`src/rtl/multiplier_arbiter_if.sv`:
```
// Bundle between two requesters, the arbiter and one shared multiplier.
// The arbiter uses the slave view; the surrounding system uses the master view.
interface multiplier_arbiter_if #(
    parameter int WIDTH = 64
);
    logic                 req0_valid;
    logic                 req0_ready;
    logic [WIDTH-1:0]     req0_multiplier;
    logic [WIDTH-1:0]     req0_multiplicand;
    logic                 req1_valid;
    logic                 req1_ready;
    logic [WIDTH-1:0]     req1_multiplier;
    logic [WIDTH-1:0]     req1_multiplicand;

    logic                 resp0_valid;
    logic                 resp0_ready;
    logic [2*WIDTH-1:0]   resp0_product;
    logic                 resp1_valid;
    logic                 resp1_ready;
    logic [2*WIDTH-1:0]   resp1_product;

    logic                 mult_start;
    logic [WIDTH-1:0]     mult_multiplier;
    logic [WIDTH-1:0]     mult_multiplicand;
    logic [2*WIDTH-1:0]   mult_product;
    logic                 mult_done;

    logic                 busy;
    logic                 latency_err;
    logic                 timeout_err;

    modport slave (
        input  req0_valid, req0_multiplier, req0_multiplicand,
        input  req1_valid, req1_multiplier, req1_multiplicand,
        input  resp0_ready, resp1_ready,
        input  mult_product, mult_done,
        output req0_ready, req1_ready,
        output resp0_valid, resp0_product, resp1_valid, resp1_product,
        output mult_start, mult_multiplier, mult_multiplicand,
        output busy, latency_err, timeout_err
    );

    modport master (
        output req0_valid, req0_multiplier, req0_multiplicand,
        output req1_valid, req1_multiplier, req1_multiplicand,
        output resp0_ready, resp1_ready,
        output mult_product, mult_done,
        input  req0_ready, req1_ready,
        input  resp0_valid, resp0_product, resp1_valid, resp1_product,
        input  mult_start, mult_multiplier, mult_multiplicand,
        input  busy, latency_err, timeout_err
    );
endinterface

```
`src/rtl/multiplier_arbiter.sv`:
```
// Round-robin arbiter sharing one multi-cycle multiplier between two requesters,
// with latency checking and a WAIT timeout that returns a zero product.
module multiplier_arbiter #(
    parameter int WIDTH   = 64,
    parameter int LATENCY = 64,
    parameter int TIMEOUT = 255
) (
    input  logic                clk,
    input  logic                rst,
    multiplier_arbiter_if.slave bus
);
    localparam int               CNT_W   = $clog2(TIMEOUT + 1);
    localparam logic [CNT_W-1:0] CNT_MAX = CNT_W'(TIMEOUT);
    localparam logic [CNT_W-1:0] CNT_LAT = CNT_W'(LATENCY);

    typedef enum logic [1:0] {IDLE, LAUNCH, WAIT, RESPOND} arbState;

    arbState            state;
    arbState            nextState;
    logic               anyValid;
    logic               grantId;
    logic               owner;
    logic               rrPtr;
    logic               respDone;
    logic               doneEdge;
    logic               timeoutEdge;
    logic [WIDTH-1:0]   opMultiplier;
    logic [WIDTH-1:0]   opMultiplicand;
    logic [2*WIDTH-1:0] product;
    logic [CNT_W-1:0]   count;
    logic [CNT_W-1:0]   countNext;
    logic               latencyErr;
    logic               timeoutErr;

    assign anyValid = bus.req0_valid | bus.req1_valid;
    // The pointer only matters on contention; a lone requester always wins.
    assign grantId  = (bus.req0_valid & bus.req1_valid) ? rrPtr : bus.req1_valid;

    // countNext is the number of edges since mult_start at the edge now closing.
    assign countNext   = (count == CNT_MAX) ? count : count + 1'b1;
    assign doneEdge    = (state == WAIT) && bus.mult_done;
    assign timeoutEdge = (state == WAIT) && !bus.mult_done && (countNext == CNT_MAX);
    assign respDone    = (state == RESPOND) && (owner ? bus.resp1_ready : bus.resp0_ready);

    // NOTE: sequential state uses non-blocking assignments so every flop samples
    // pre-edge values regardless of process ordering.
    always_ff @(posedge clk or negedge rst) begin
        if (!rst) state <= IDLE;
        else      state <= nextState;
    end

    // NOTE: every combinational output gets a default first, so no path through
    // the case statement can leave a value held and infer a latch.
    always_comb begin
        nextState = state;
        case (state)
            IDLE:    if (anyValid) nextState = LAUNCH;
            LAUNCH:  nextState = WAIT;
            WAIT:    if (doneEdge || timeoutEdge) nextState = RESPOND;
            RESPOND: if (respDone) nextState = IDLE;
            default: nextState = IDLE;
        endcase
    end

    always_ff @(posedge clk or negedge rst) begin
        if (!rst) begin
            owner          <= 1'b0;
            rrPtr          <= 1'b0;
            opMultiplier   <= '0;
            opMultiplicand <= '0;
            product        <= '0;
            count          <= '0;
            latencyErr     <= 1'b0;
            timeoutErr     <= 1'b0;
        end else begin
            case (state)
                IDLE: begin
                    if (anyValid) begin
                        owner          <= grantId;
                        opMultiplier   <= grantId ? bus.req1_multiplier   : bus.req0_multiplier;
                        opMultiplicand <= grantId ? bus.req1_multiplicand : bus.req0_multiplicand;
                    end
                end
                LAUNCH: count <= '0;
                WAIT: begin
                    count <= countNext;
                    if (doneEdge) begin
                        product <= bus.mult_product;
                        if (countNext != CNT_LAT) latencyErr <= 1'b1;
                    end else if (timeoutEdge) begin
                        product    <= '0;
                        timeoutErr <= 1'b1;
                    end
                end
                RESPOND: if (respDone) rrPtr <= ~owner;
                default: ;
            endcase
        end
    end

    always_comb begin
        bus.req0_ready        = 1'b0;
        bus.req1_ready        = 1'b0;
        bus.resp0_valid       = 1'b0;
        bus.resp1_valid       = 1'b0;
        bus.resp0_product     = '0;
        bus.resp1_product     = '0;
        bus.mult_start        = 1'b0;
        bus.mult_multiplier   = '0;
        bus.mult_multiplicand = '0;
        case (state)
            IDLE: begin
                // Gated by rst so nothing is offered while reset is held.
                bus.req0_ready = rst & anyValid & ~grantId;
                bus.req1_ready = rst & anyValid &  grantId;
            end
            LAUNCH: begin
                bus.mult_start        = 1'b1;
                bus.mult_multiplier   = opMultiplier;
                bus.mult_multiplicand = opMultiplicand;
            end
            WAIT: begin
                bus.mult_multiplier   = opMultiplier;
                bus.mult_multiplicand = opMultiplicand;
            end
            RESPOND: begin
                bus.resp0_valid   = ~owner;
                bus.resp1_valid   =  owner;
                bus.resp0_product = owner ? '0 : product;
                bus.resp1_product = owner ? product : '0;
            end
            default: ;
        endcase
        bus.busy        = (state != IDLE);
        bus.latency_err = latencyErr;
        bus.timeout_err = timeoutErr;
    end
endmodule

```
`src/flat_wrapper.sv`:
```
// flat-port wrapper written by rule: the top's interface ports become plain ports
module multiplier_arbiter_flat 
#(
    parameter int WIDTH   = 64,
    parameter int LATENCY = 64,
    parameter int TIMEOUT = 255
)
  (clk, rst, bus_req0_valid, bus_req0_multiplier, bus_req0_multiplicand, bus_req1_valid, bus_req1_multiplier, bus_req1_multiplicand, bus_resp0_ready, bus_resp1_ready, bus_mult_product, bus_mult_done, bus_req0_ready, bus_req1_ready, bus_resp0_valid, bus_resp0_product, bus_resp1_valid, bus_resp1_product, bus_mult_start, bus_mult_multiplier, bus_mult_multiplicand, bus_busy, bus_latency_err, bus_timeout_err);
  multiplier_arbiter_if #(.WIDTH(WIDTH)) bus_i ();
  input  logic clk;
  input  logic rst;
  input wire logic [$bits(bus_i.req0_valid)-1:0] bus_req0_valid;
  input wire logic [$bits(bus_i.req0_multiplier)-1:0] bus_req0_multiplier;
  input wire logic [$bits(bus_i.req0_multiplicand)-1:0] bus_req0_multiplicand;
  input wire logic [$bits(bus_i.req1_valid)-1:0] bus_req1_valid;
  input wire logic [$bits(bus_i.req1_multiplier)-1:0] bus_req1_multiplier;
  input wire logic [$bits(bus_i.req1_multiplicand)-1:0] bus_req1_multiplicand;
  input wire logic [$bits(bus_i.resp0_ready)-1:0] bus_resp0_ready;
  input wire logic [$bits(bus_i.resp1_ready)-1:0] bus_resp1_ready;
  input wire logic [$bits(bus_i.mult_product)-1:0] bus_mult_product;
  input wire logic [$bits(bus_i.mult_done)-1:0] bus_mult_done;
  output wire logic [$bits(bus_i.req0_ready)-1:0] bus_req0_ready;
  output wire logic [$bits(bus_i.req1_ready)-1:0] bus_req1_ready;
  output wire logic [$bits(bus_i.resp0_valid)-1:0] bus_resp0_valid;
  output wire logic [$bits(bus_i.resp0_product)-1:0] bus_resp0_product;
  output wire logic [$bits(bus_i.resp1_valid)-1:0] bus_resp1_valid;
  output wire logic [$bits(bus_i.resp1_product)-1:0] bus_resp1_product;
  output wire logic [$bits(bus_i.mult_start)-1:0] bus_mult_start;
  output wire logic [$bits(bus_i.mult_multiplier)-1:0] bus_mult_multiplier;
  output wire logic [$bits(bus_i.mult_multiplicand)-1:0] bus_mult_multiplicand;
  output wire logic [$bits(bus_i.busy)-1:0] bus_busy;
  output wire logic [$bits(bus_i.latency_err)-1:0] bus_latency_err;
  output wire logic [$bits(bus_i.timeout_err)-1:0] bus_timeout_err;
  assign bus_i.req0_valid = bus_req0_valid;
  assign bus_i.req0_multiplier = bus_req0_multiplier;
  assign bus_i.req0_multiplicand = bus_req0_multiplicand;
  assign bus_i.req1_valid = bus_req1_valid;
  assign bus_i.req1_multiplier = bus_req1_multiplier;
  assign bus_i.req1_multiplicand = bus_req1_multiplicand;
  assign bus_i.resp0_ready = bus_resp0_ready;
  assign bus_i.resp1_ready = bus_resp1_ready;
  assign bus_i.mult_product = bus_mult_product;
  assign bus_i.mult_done = bus_mult_done;
  assign bus_req0_ready = bus_i.req0_ready;
  assign bus_req1_ready = bus_i.req1_ready;
  assign bus_resp0_valid = bus_i.resp0_valid;
  assign bus_resp0_product = bus_i.resp0_product;
  assign bus_resp1_valid = bus_i.resp1_valid;
  assign bus_resp1_product = bus_i.resp1_product;
  assign bus_mult_start = bus_i.mult_start;
  assign bus_mult_multiplier = bus_i.mult_multiplier;
  assign bus_mult_multiplicand = bus_i.mult_multiplicand;
  assign bus_busy = bus_i.busy;
  assign bus_latency_err = bus_i.latency_err;
  assign bus_timeout_err = bus_i.timeout_err;
  multiplier_arbiter #(.WIDTH(WIDTH), .LATENCY(LATENCY), .TIMEOUT(TIMEOUT)) u_core (.clk(clk), .rst(rst), .bus(bus_i));
endmodule
```
`config.mk`:
```
export PLATFORM = sky130hd
export DESIGN_NAME = multiplier_arbiter_flat
export DESIGN_NICKNAME = d
export VERILOG_FILES = /design/src/rtl/multiplier_arbiter_if.sv /design/src/rtl/multiplier_arbiter.sv /design/src/flat_wrapper.sv
export SDC_FILE = /design/constraint.sdc
export NUM_CORES = 1
export LEC_CHECK = 0
export CAP_MARGIN = 20
export CORE_AREA = 2 2 309 311
export CTS_BUF_LIST = sky130_fd_sc_hd__clkbuf_2 sky130_fd_sc_hd__clkbuf_4 sky130_fd_sc_hd__clkbuf_8
export DETAILED_ROUTE_END_ITERATION = 8
export DIE_AREA = 0 0 311 313
export HOLD_SLACK_MARGIN = 0.06
export PLACE_DENSITY_LB_ADDON = 0.2
export REMOVE_ABC_BUFFERS = 1
export SKIP_CTS_REPAIR_TIMING = 1
export SYNTH_ARGS = -nofsm -noshare
export SYNTH_HDL_FRONTEND = slang
export SYNTH_SLANG_ARGS = --single-unit
```
`constraint.sdc`:
```
create_clock -name clk -period 9.5 [get_ports clk]
set_clock_uncertainty 0.2 [all_clocks]
set_input_delay 2.85 -clock clk [delete_from_list [all_inputs] [get_ports clk]]
set_output_delay 2.85 -clock clk [all_outputs]
set_load 0.01 [all_outputs]
```
==> results of run 1 <==
routing by layer:
| metal | vias to the layer above | GRT usage | part of all wire |
|---|---|---|---|
| met5 | - | 0 | 0.0012 |
| met4 | 12 | 0.0363 | 0.021 |
| met3 | 94 | 0.0509 | 0.087 |
| met2 | 595 | 0.232 | 0.48 |
| met1 | 6791 | 0.160 | 0.41 |
| li1 | 6851 | - | - |
worst max-delay path: stages:
cell,delay [ns]
clkdlybuf4s50_1,0.60
a21boi_4,0.09
nor3b_1,0.75
clkdlybuf4s50_1,0.70
power groups by stage:
stage	clock network, mW	registers [mW]	logic, mW
3_5_place_dp	0	2.06	4.14
6_report	1.29	2.05	4.09
4_1_cts	1.37	2.05	4.15
5_1_grt	1.42	2.12	4.48
2_1_floorplan	0	1.92	2.18
3_3_place_gp	0	2.05	4.10
cell type report:
class	count	area, µm²
clock buffers	83	1040
inverters	6	22.5
clock inverters	9	104
fillers	10100	69000
repair buffers	800	8020
diodes	8	20.0
well taps	1265	1580
multi-input cells	1127	7590
flip-flops and latches	270	6760
cell usage after synthesis (all sizes together):
cell type	instances	area, µm²
nor3b	2	15.0
nand2	147	552
nor3	2	10.0
xnor2	1	8.76
clkbuf	121	454
dfrtp	270	6760
o31a	1	17.5
nand3	5	25.0
o21bai	1	7.51
a22oi	1	7.51
ha	5	62.6
mux2i	130	1300
o31ai	1	7.51
a221o	128	1280
o32a	1	10.0
inv	6	22.5
and2	258	1610
or4	1	11.3
buf	32	259
o21ai	132	661
nand4	3	18.8
nor2b	129	807
nor2	13	48.8
a21oi	16	80.1
o221ai	1	8.76
a221oi	1	8.76
o2bb2ai	1	8.76
and3	131	820
o21a	1	7.51
o2111ai	1	15.0
nand2b	1	6.26
a41oi	1	8.76
and4	2	17.5
a21boi	1	7.51
o211ai	1	7.51
a22o	2	17.5
a31oi	5	31.3
or3	1	6.26
registers in the layout, summed over array words and instances (netlist names):
name,count
u_core.opMultiplicand,64
u_core.bus.timeout_err,1
u_core.count,8
u_core.bus.latency_err,1
u_core.owner,1
u_core.state,2
u_core.rrPtr,1
u_core.opMultiplier,64
u_core.product,128
through the flow:
step	hold WS, ns	utilization	cell area (µm²)
floorplan	0.242	-	14300
global placement	0.254	0.254	23900
detailed placement	0.263	0.254	23900
CTS	0.275	0.266	25100
global route	0.295	0.267	25100
finish	0.267	0.267	25100
path summary, 6_finish.rpt:
check / endpoint / slack [ns] / cells after the start
hold reg to reg: u_core.opMultiplier[52]$_DFFE_PN0P_ / 0.27 / 2
setup / recovery: bus_req0_ready / 1.45 / 4
hold / removal: u_core.opMultiplier[52]$_DFFE_PN0P_ / 0.27 / 2
setup reg to reg: u_core.product[3]$_DFFE_PN0P_ / 5.41 / 7
max in group asynchronous: u_core.opMultiplier[49]$_DFFE_PN0P_ / 4.97 / 4
min in group asynchronous: u_core.product[62]$_DFFE_PN0P_ / 1.87 / 1
cell families after synthesis:
kind of cell / synth area share
and+or+nand+nor: 0.263
AOI/OAI and AO/OA: 0.146
adders and majority gates: 0.00417
DFF: 0.450
muxes: 0.0867
buffers and inverters: 0.0490
xor gates and xnor gates: 0.000584
cells in the final DEF (no fill, tap or decap), drive strengths merged, types with 3 or more instances in the layout:
cell	n
clkbuf	83
a31oi	5
ha	5
nand2	147
a221o	128
a21oi	16
nand4	3
and2	258
o21ai	132
dfrtp	270
nand3	5
clkinv	4
inv	7
and3	131
nor2b	129
diode	8
nor2	13
clkdlybuf4s50	781
buf	19
mux2i	130
==> out/metrics.csv, run 1 <==
metric;value;unit
final non-filler cell total;3568;
DRC violations left;0;
# placed instances;3466;
Avg WL per Cell;19.3;µm
worst hold path type;flip-flop to flip-flop;
DIE WIDTH;311;µm
fin crit period;8.05;ns
H-tree levels;2;
root buf cell;clkbuf_8;
Initial Util;0.159;
Post-Syn Area;15000;µm²
outcome;complete, no violations;
Post-DP HPWL;50400;µm
Reg clk slew, reported paths;0.05;ns
switching pwr;2.89;mW
drt pass-1 iters;5;
# clock sinks;270;
post-synthesis instance total;1556;
Crit Reg-Reg Startpoint;u_core.count[0]$_DFFE_PN0N_;
WL final;68900;µm
Total GRT Usage;0.136;
clk buf depth;3;
Slew @ Worst Pin;1.02;ns
antenna violations before repair;20;
RSZ-0062 raised after global routing;false;
Synth Warn #;0;
WS Path Type;primary input to output pin;
Final Max Slew Viols;0;
die area;97300;µm²
Core Area;94200;µm²
Seq pwr share;0.276;
Worst-Skew Late Latency;0.64;ns
die height;313;µm
Rows;113;
Worst VDD drop;0.301;mV
I/O Buffers;782;
via-per-instance ratio;4.02;
hold wc startpoint;u_core.opMultiplier[52]$_DFFE_PN0P_;
Crit path arrival time;5.00;ns
Pleak;10.3;nW
I/O Pins;783;
required time of the critical path;6.45;ns
area growth from synthesis to layout;67.4;%
Net Sw Frac;0.389;
largest net degree at the start of global routing;258;
type of element launching the critical path;primary input;
Final Hold Fails;0;
endpoint class of the critical path;output pin;
Gate power share;0.550;
Pwr Total;7.42;mW
Power Internal;4.54;mW
pwr/cell area;295;nW/µm²
grt ovf;0;
Routability Congestion;0.826;
Final nets;2655;
Unique masters post-synth;43;
worst rel slew slack;0.323;
clock group share of total power;0.174;
max-capacitance violation count;0;
total number of vias;14300;
CTS tree;done;
number of global-route vias before repair;15100;
setup violators final;0;
Setup Slack @ Placement;1.40;ns
DRT antenna net count;0;
share of cells above drive strength 1;0.0532;
worst-path maximum fanout;3;
highest clock rate;0.124;GHz
CP Launch Point;bus_req0_valid;
number of synthesized register bits;270;
sequential area share after synthesis;0.450;
fin worst setup slack;1.45;ns
first-pass GRT wire length;101000;µm
Iteration-0 DRC Markers;661;
setup_tns;0;ns
Avg Synthesized Cell Area;9.65;µm²
final worst path period share;0.848;
CTS Buf Count;54;
No activity file was read; power rests on OpenSTA's default activity.
==> run 2, diff against run 1 <==
--- a/config.mk
+++ b/config.mk
@@ -6,10 +6,10 @@
 export NUM_CORES = 1
 export LEC_CHECK = 0
 export CAP_MARGIN = 20
-export CORE_AREA = 2 2 309 311
+export CORE_AREA = 2 2 302 304
 export CTS_BUF_LIST = sky130_fd_sc_hd__clkbuf_2 sky130_fd_sc_hd__clkbuf_4 sky130_fd_sc_hd__clkbuf_8
 export DETAILED_ROUTE_END_ITERATION = 8
-export DIE_AREA = 0 0 311 313
+export DIE_AREA = 0 0 304 306
 export HOLD_SLACK_MARGIN = 0.06
 export PLACE_DENSITY_LB_ADDON = 0.2
 export REMOVE_ABC_BUFFERS = 1
==> constraint.sdc (replaced) <==
create_clock -name clk -period 7.8 [get_ports clk]
set_clock_uncertainty 0.2 [all_clocks]
set_input_delay 2.34 -clock clk [delete_from_list [all_inputs] [get_ports clk]]
set_output_delay 2.34 -clock clk [all_outputs]
set_load 0.01 [all_outputs]
==> run 2 against run 1 <==
Combinational power is 22% higher; sequential power up 22%; via count grew 0.22%; largest cell class unchanged; count of clock-buffer cells in the layout rose by 4; die area shrank 4.4%; first-iteration DRC count increased by 0.61%; total power increased by 22%; wire length shrank 0.84%; final area decreased by 0.22%; clock power rose by 26%; critical path depth increased by 2.
==> out/metrics.csv, run 2 (synthesis results as in run 1) <==
metric;value;unit
DIE WIDTH;304;µm
worst-path maximum fanout;3;
Pwr Total;9.09;mW
RR Endpoint;u_core.product[7]$_DFFE_PN0P_;
I/O Pins;783;
placed inst area;23900;µm²
share of cells above drive strength 1;0.0556;
fin crit period;6.82;ns
die height;306;µm
clock group share of total power;0.178;
setup violators final;0;
grt ovf;0;
Slew @ Worst Pin;1.01;ns
Iteration-0 DRC Markers;665;
post-layout util;0.280;
Gate power share;0.546;
CTS Buf Count;56;
top flop regs;u_core.product: 128 flops, u_core.opMultiplicand: 64 flops, u_core.opMultiplier: 64 flops;
first-pass GRT wire length;100000;µm
drt pass-1 iters;5;
Worst-Skew Late Latency;0.62;ns
reg2reg setup slack;3.85;ns
hold path cells;2;
max reg flops;128;
Setup Slack @ Placement;0.882;ns
Pleak;10.3;nW
commonest cells after routing, fill and taps aside;clkdlybuf4s50_1 (781), dfrtp_1 (269), and2_1 (257), nand2_1 (147);
Total GRT Usage;0.141;
setup_tns;0;ns
CP Launch Point;bus_req0_valid;
worst rel slew slack;0.330;
final non-filler cell total;3481;
DRT antenna net count;0;
Crit path arrival time;4.28;ns
# placed instances;3383;
DRC violations left;0;
Final Max Slew Viols;0;
die area;93000;µm²
antenna violations before repair;26;
Reg clk slew, reported paths;0.05;ns
via-per-instance ratio;4.13;
Reg with most FFs;u_core.product;
Routability Congestion;0.809;
Hold Path End;u_core.opMultiplicand[33]$_DFFE_PN0P_;
Final Hold Fails;0;
WL final;68300;µm
FILL cells;9436;
area growth from synthesis to layout;67.1;%
endpoint class of the critical path;output pin;
Post-DP HPWL;50500;µm
hold wc startpoint;u_core.opMultiplicand[33]$_DFFE_PN0P_;
switching pwr;3.52;mW
Seq pwr share;0.275;
Power Internal;5.57;mW
Worst VDD drop;0.201;mV
final worst path period share;0.875;
WS Path Type;primary input to output pin;
type of element launching the critical path;primary input;
worst hold path type;flip-flop to flip-flop;
clk buf depth;3;
outcome;complete, no violations;
Crit Reg-Reg Startpoint;u_core.count[0]$_DFFE_PN0N_;
Net Sw Frac;0.387;
pwr/cell area;363;nW/µm²
Core Area;89600;µm²
worst reg-to-reg path cell count;7;
fin worst setup slack;0.976;ns
Avg WL per Cell;19.6;µm
largest net degree at the start of global routing;111;
Final nets;2662;
number of global-route vias before repair;15100;
final hold slack;0.269;ns
root buf cell;clkbuf_8;
Initial Util;0.168;
Finished Cell Area;25100;µm²
max-capacitance violation count;0;
total number of vias;14400;
I/O Buffers;782;
RSZ-0062 raised after global routing;false;
Rows;110;
commonest non-fill, non-tap cell in the layout;clkdlybuf4s50_1;
H-tree levels;2;
highest clock rate;0.147;GHz
required time of the critical path;5.26;ns
# clock sinks;270;
CTS tree;done;
run 2: cell count changes in the layout (fill, tap and decap cells not counted):
cell      before  now
clkbuf_8      66   73
buf_4         15   21
diode_2        8    4
clkbuf_4      17   14
buf_16         2    0
clkinv_2       4    2
buf_12         1    2
inv_6          1    0
run 2: worst max-delay path by stage:
stage                                 to  slack, ns  cells past startpoint
after CTS                 bus_req0_ready       0.87                      6
after detailed placement  bus_req0_ready       0.88                      6
after global placement    bus_req0_ready       0.15                      5
after global routing      bus_req0_ready       0.82                      6
final                     bus_req0_ready       0.98                      6
after floorplan           bus_req1_ready     -11.60                      2
run 2: final cells by class:
| type | count | area, µm² | share of cell area |
|---|---|---|---|
| clock buffers | 87 | 1110 | 0.0443 |
| inverters | 6 | 22.5 | 0.000898 |
| clock inverters | 6 | 85.1 | 0.00339 |
| well taps | 1176 | 1470 | 0.0587 |
| diodes | 4 | 10.0 | 0.000399 |
| flip-flops and latches | 270 | 6760 | 0.270 |
| multi-input cells | 1127 | 7590 | 0.303 |
| repair buffers | 805 | 8030 | 0.320 |
run 2: critical path, cell delays in order:
cell and delay, ns:
clkdlybuf4s50_1 0.68, a21boi_4 0.10, nor3b_1 0.27, buf_4 0.22
buf_4 0.13, clkdlybuf4s50_1 0.53
run 2: power by group through the flow:
stage / clock network, mW / logic [mW] / registers, mW
floorplan: 0 / 2.66 / 2.34
global placement: 0 / 5.03 / 2.50
detailed placement: 0 / 5.07 / 2.52
CTS: 1.71 / 5.08 / 2.51
global route: 1.77 / 5.46 / 2.60
finish: 1.62 / 4.97 / 2.50
run 2: metal layers:
layer / GRT usage / vias up / share of wire
met5: 0 / - / 0.0019
met4: 0.0345 / 20 / 0.021
met3: 0.0612 / 110 / 0.10
met2: 0.243 / 626 / 0.48
met1: 0.160 / 6762 / 0.39
li1: - / 6856 / -
==> run 3, diff against run 2 <==
--- a/config.mk
+++ b/config.mk
@@ -5,7 +5,6 @@
 export SDC_FILE = /design/constraint.sdc
 export NUM_CORES = 1
 export LEC_CHECK = 0
-export CAP_MARGIN = 20
 export CORE_AREA = 2 2 302 304
 export CTS_BUF_LIST = sky130_fd_sc_hd__clkbuf_2 sky130_fd_sc_hd__clkbuf_4 sky130_fd_sc_hd__clkbuf_8
 export DETAILED_ROUTE_END_ITERATION = 8
==> run 3 against run 2 <==
Core utilization decreased by 0.054 points; sequential cell count unchanged; critical path depth decreased by 1; global-route usage about the same; clock power decreased by 3%.
==> out/metrics.csv, run 3 (synthesis results as in run 1) <==
metric;value;unit
outcome;complete, no violations;
grt ovf;0;
setup_tns;0;ns
DIE WIDTH;304;µm
top flop regs;u_core.product: 128 flops, u_core.opMultiplicand: 64 flops, u_core.opMultiplier: 64 flops;
# placed instances;3382;
total number of vias;14400;
commonest non-fill, non-tap cell in the layout;clkdlybuf4s50_1;
required time of the critical path;5.26;ns
max-capacitance violation count;0;
Avg WL per Cell;19.5;µm
Net Sw Frac;0.389;
worst rel slew slack;0.220;
Crit path arrival time;4.92;ns
Core Area;89600;µm²
fin worst setup slack;0.337;ns
Final Hold Fails;0;
I/O Buffers;782;
die height;306;µm
switching pwr;3.51;mW
Worst VDD drop;0.203;mV
CTS tree;done;
FILL cells;9459;
WS Path Type;primary input to output pin;
clk buf depth;3;
I/O Pins;783;
root buf cell;clkbuf_8;
via-per-instance ratio;4.12;
worst-path maximum fanout;3;
Final Max Slew Viols;0;
first-pass GRT wire length;100000;µm
Setup Slack @ Placement;0.210;ns
largest net degree at the start of global routing;111;
Total GRT Usage;0.141;
drt pass-1 iters;5;
Finished Cell Area;25000;µm²
fin crit period;7.46;ns
Reg area;6760;µm²
Initial Util;0.168;
Reg with most FFs;u_core.product;
DRC violations left;0;
pwr/cell area;361;nW/µm²
type of element launching the critical path;primary input;
number of global-route vias before repair;15200;
Pleak;10.3;nW
Post-DP HPWL;50300;µm
setup violators final;0;
max reg flops;128;
Seq pwr share;0.277;
Reg clk slew, reported paths;0.05;ns
share of cells above drive strength 1;0.0552;
Rows;110;
# clock sinks;270;
RSZ-0062 raised after global routing;false;
H-tree levels;2;
Iteration-0 DRC Markers;667;
worst hold path type;flip-flop to flip-flop;
Routability Congestion;0.809;
area growth from synthesis to layout;66.7;%
WL final;68100;µm
highest clock rate;0.134;GHz
endpoint class of the critical path;output pin;
Worst-Skew Late Latency;0.60;ns
die area;93000;µm²
placed inst area;23800;µm²
CTS Buf Count;52;
Slew @ Worst Pin;1.17;ns
Gate power share;0.549;
antenna violations before repair;25;
clock group share of total power;0.174;
final worst path period share;0.957;
Final nets;2656;
commonest cells after routing, fill and taps aside;clkdlybuf4s50_1 (781), dfrtp_1 (269), and2_1 (257), nand2_1 (147);
DRT antenna net count;0;
Power Internal;5.53;mW
final non-filler cell total;3486;
multi-input logic area;7590;µm²
-- run 3: cell count changes in the layout (fill, tap and decap cells not counted), sizes merged --
cell / change
bufinv: -1
clkinv: +1
clkbuf: +2
buf: -2
clkinvlp: -1
diode: +6
-- run 3: worst paths after layout --
check	slack, ns	cells after the start	endpoint	startpoint
hold reg to reg	0.27	2	u_core.opMultiplier[39]$_DFFE_PN0P_	u_core.opMultiplier[39]$_DFFE_PN0P_
setup reg to reg	3.78	7	u_core.product[125]$_DFFE_PN0P_	u_core.count[0]$_DFFE_PN0N_
min in group asynchronous	1.38	1	u_core.product[120]$_DFFE_PN0P_	rst
setup / recovery	0.34	5	bus_req0_ready	bus_req0_valid
hold / removal	0.27	2	u_core.opMultiplier[39]$_DFFE_PN0P_	u_core.opMultiplier[39]$_DFFE_PN0P_
max in group asynchronous	3.35	5	u_core.opMultiplier[25]$_DFFE_PN0P_	rst
-- run 3: per-layer routing --
metal | global-route usage | share of wire
met3 | 0.0641 | 0.11
met1 | 0.157 | 0.39
met5 | 0 | 0.0018
met4 | 0.0427 | 0.026
met2 | 0.240 | 0.48
-- run 3: critical path, stage by stage --
cell and delay, ns:
clkdlybuf4s50_1 0.70, a21boi_4 0.10, nor3b_1 0.96, buf_4 0.27, clkdlybuf4s50_1 0.55
-- run 3: final cells by class --
type | instances | area share
diodes | 10 | 0.00100
clock inverters | 5 | 0.00210
well taps | 1176 | 0.0588
clock buffers | 89 | 0.0442
repair buffers | 803 | 0.320
inverters | 6 | 0.000900
flip-flops and latches | 270 | 0.270
multi-input cells | 1127 | 0.303
-- run 3: power groups by stage --
stage	sequential (mW)	combinational [mW]	clock [mW]
after floorplan	2.34	2.66	0
after global routing	2.60	5.44	1.71
after CTS	2.51	5.08	1.66
final	2.50	4.97	1.57
after detailed placement	2.52	5.07	0
after global placement	2.50	5.03	0
-- run 3: per-stage QoR --
step                      power [mW]  utilization  hold slack [ns]
after global placement          7.53        0.266            0.256
after floorplan                 5.00            -            0.242
final                           9.04        0.279            0.268
after CTS                       9.25        0.279            0.276
after detailed placement        7.59        0.266            0.263
after global routing            9.75        0.279            0.291
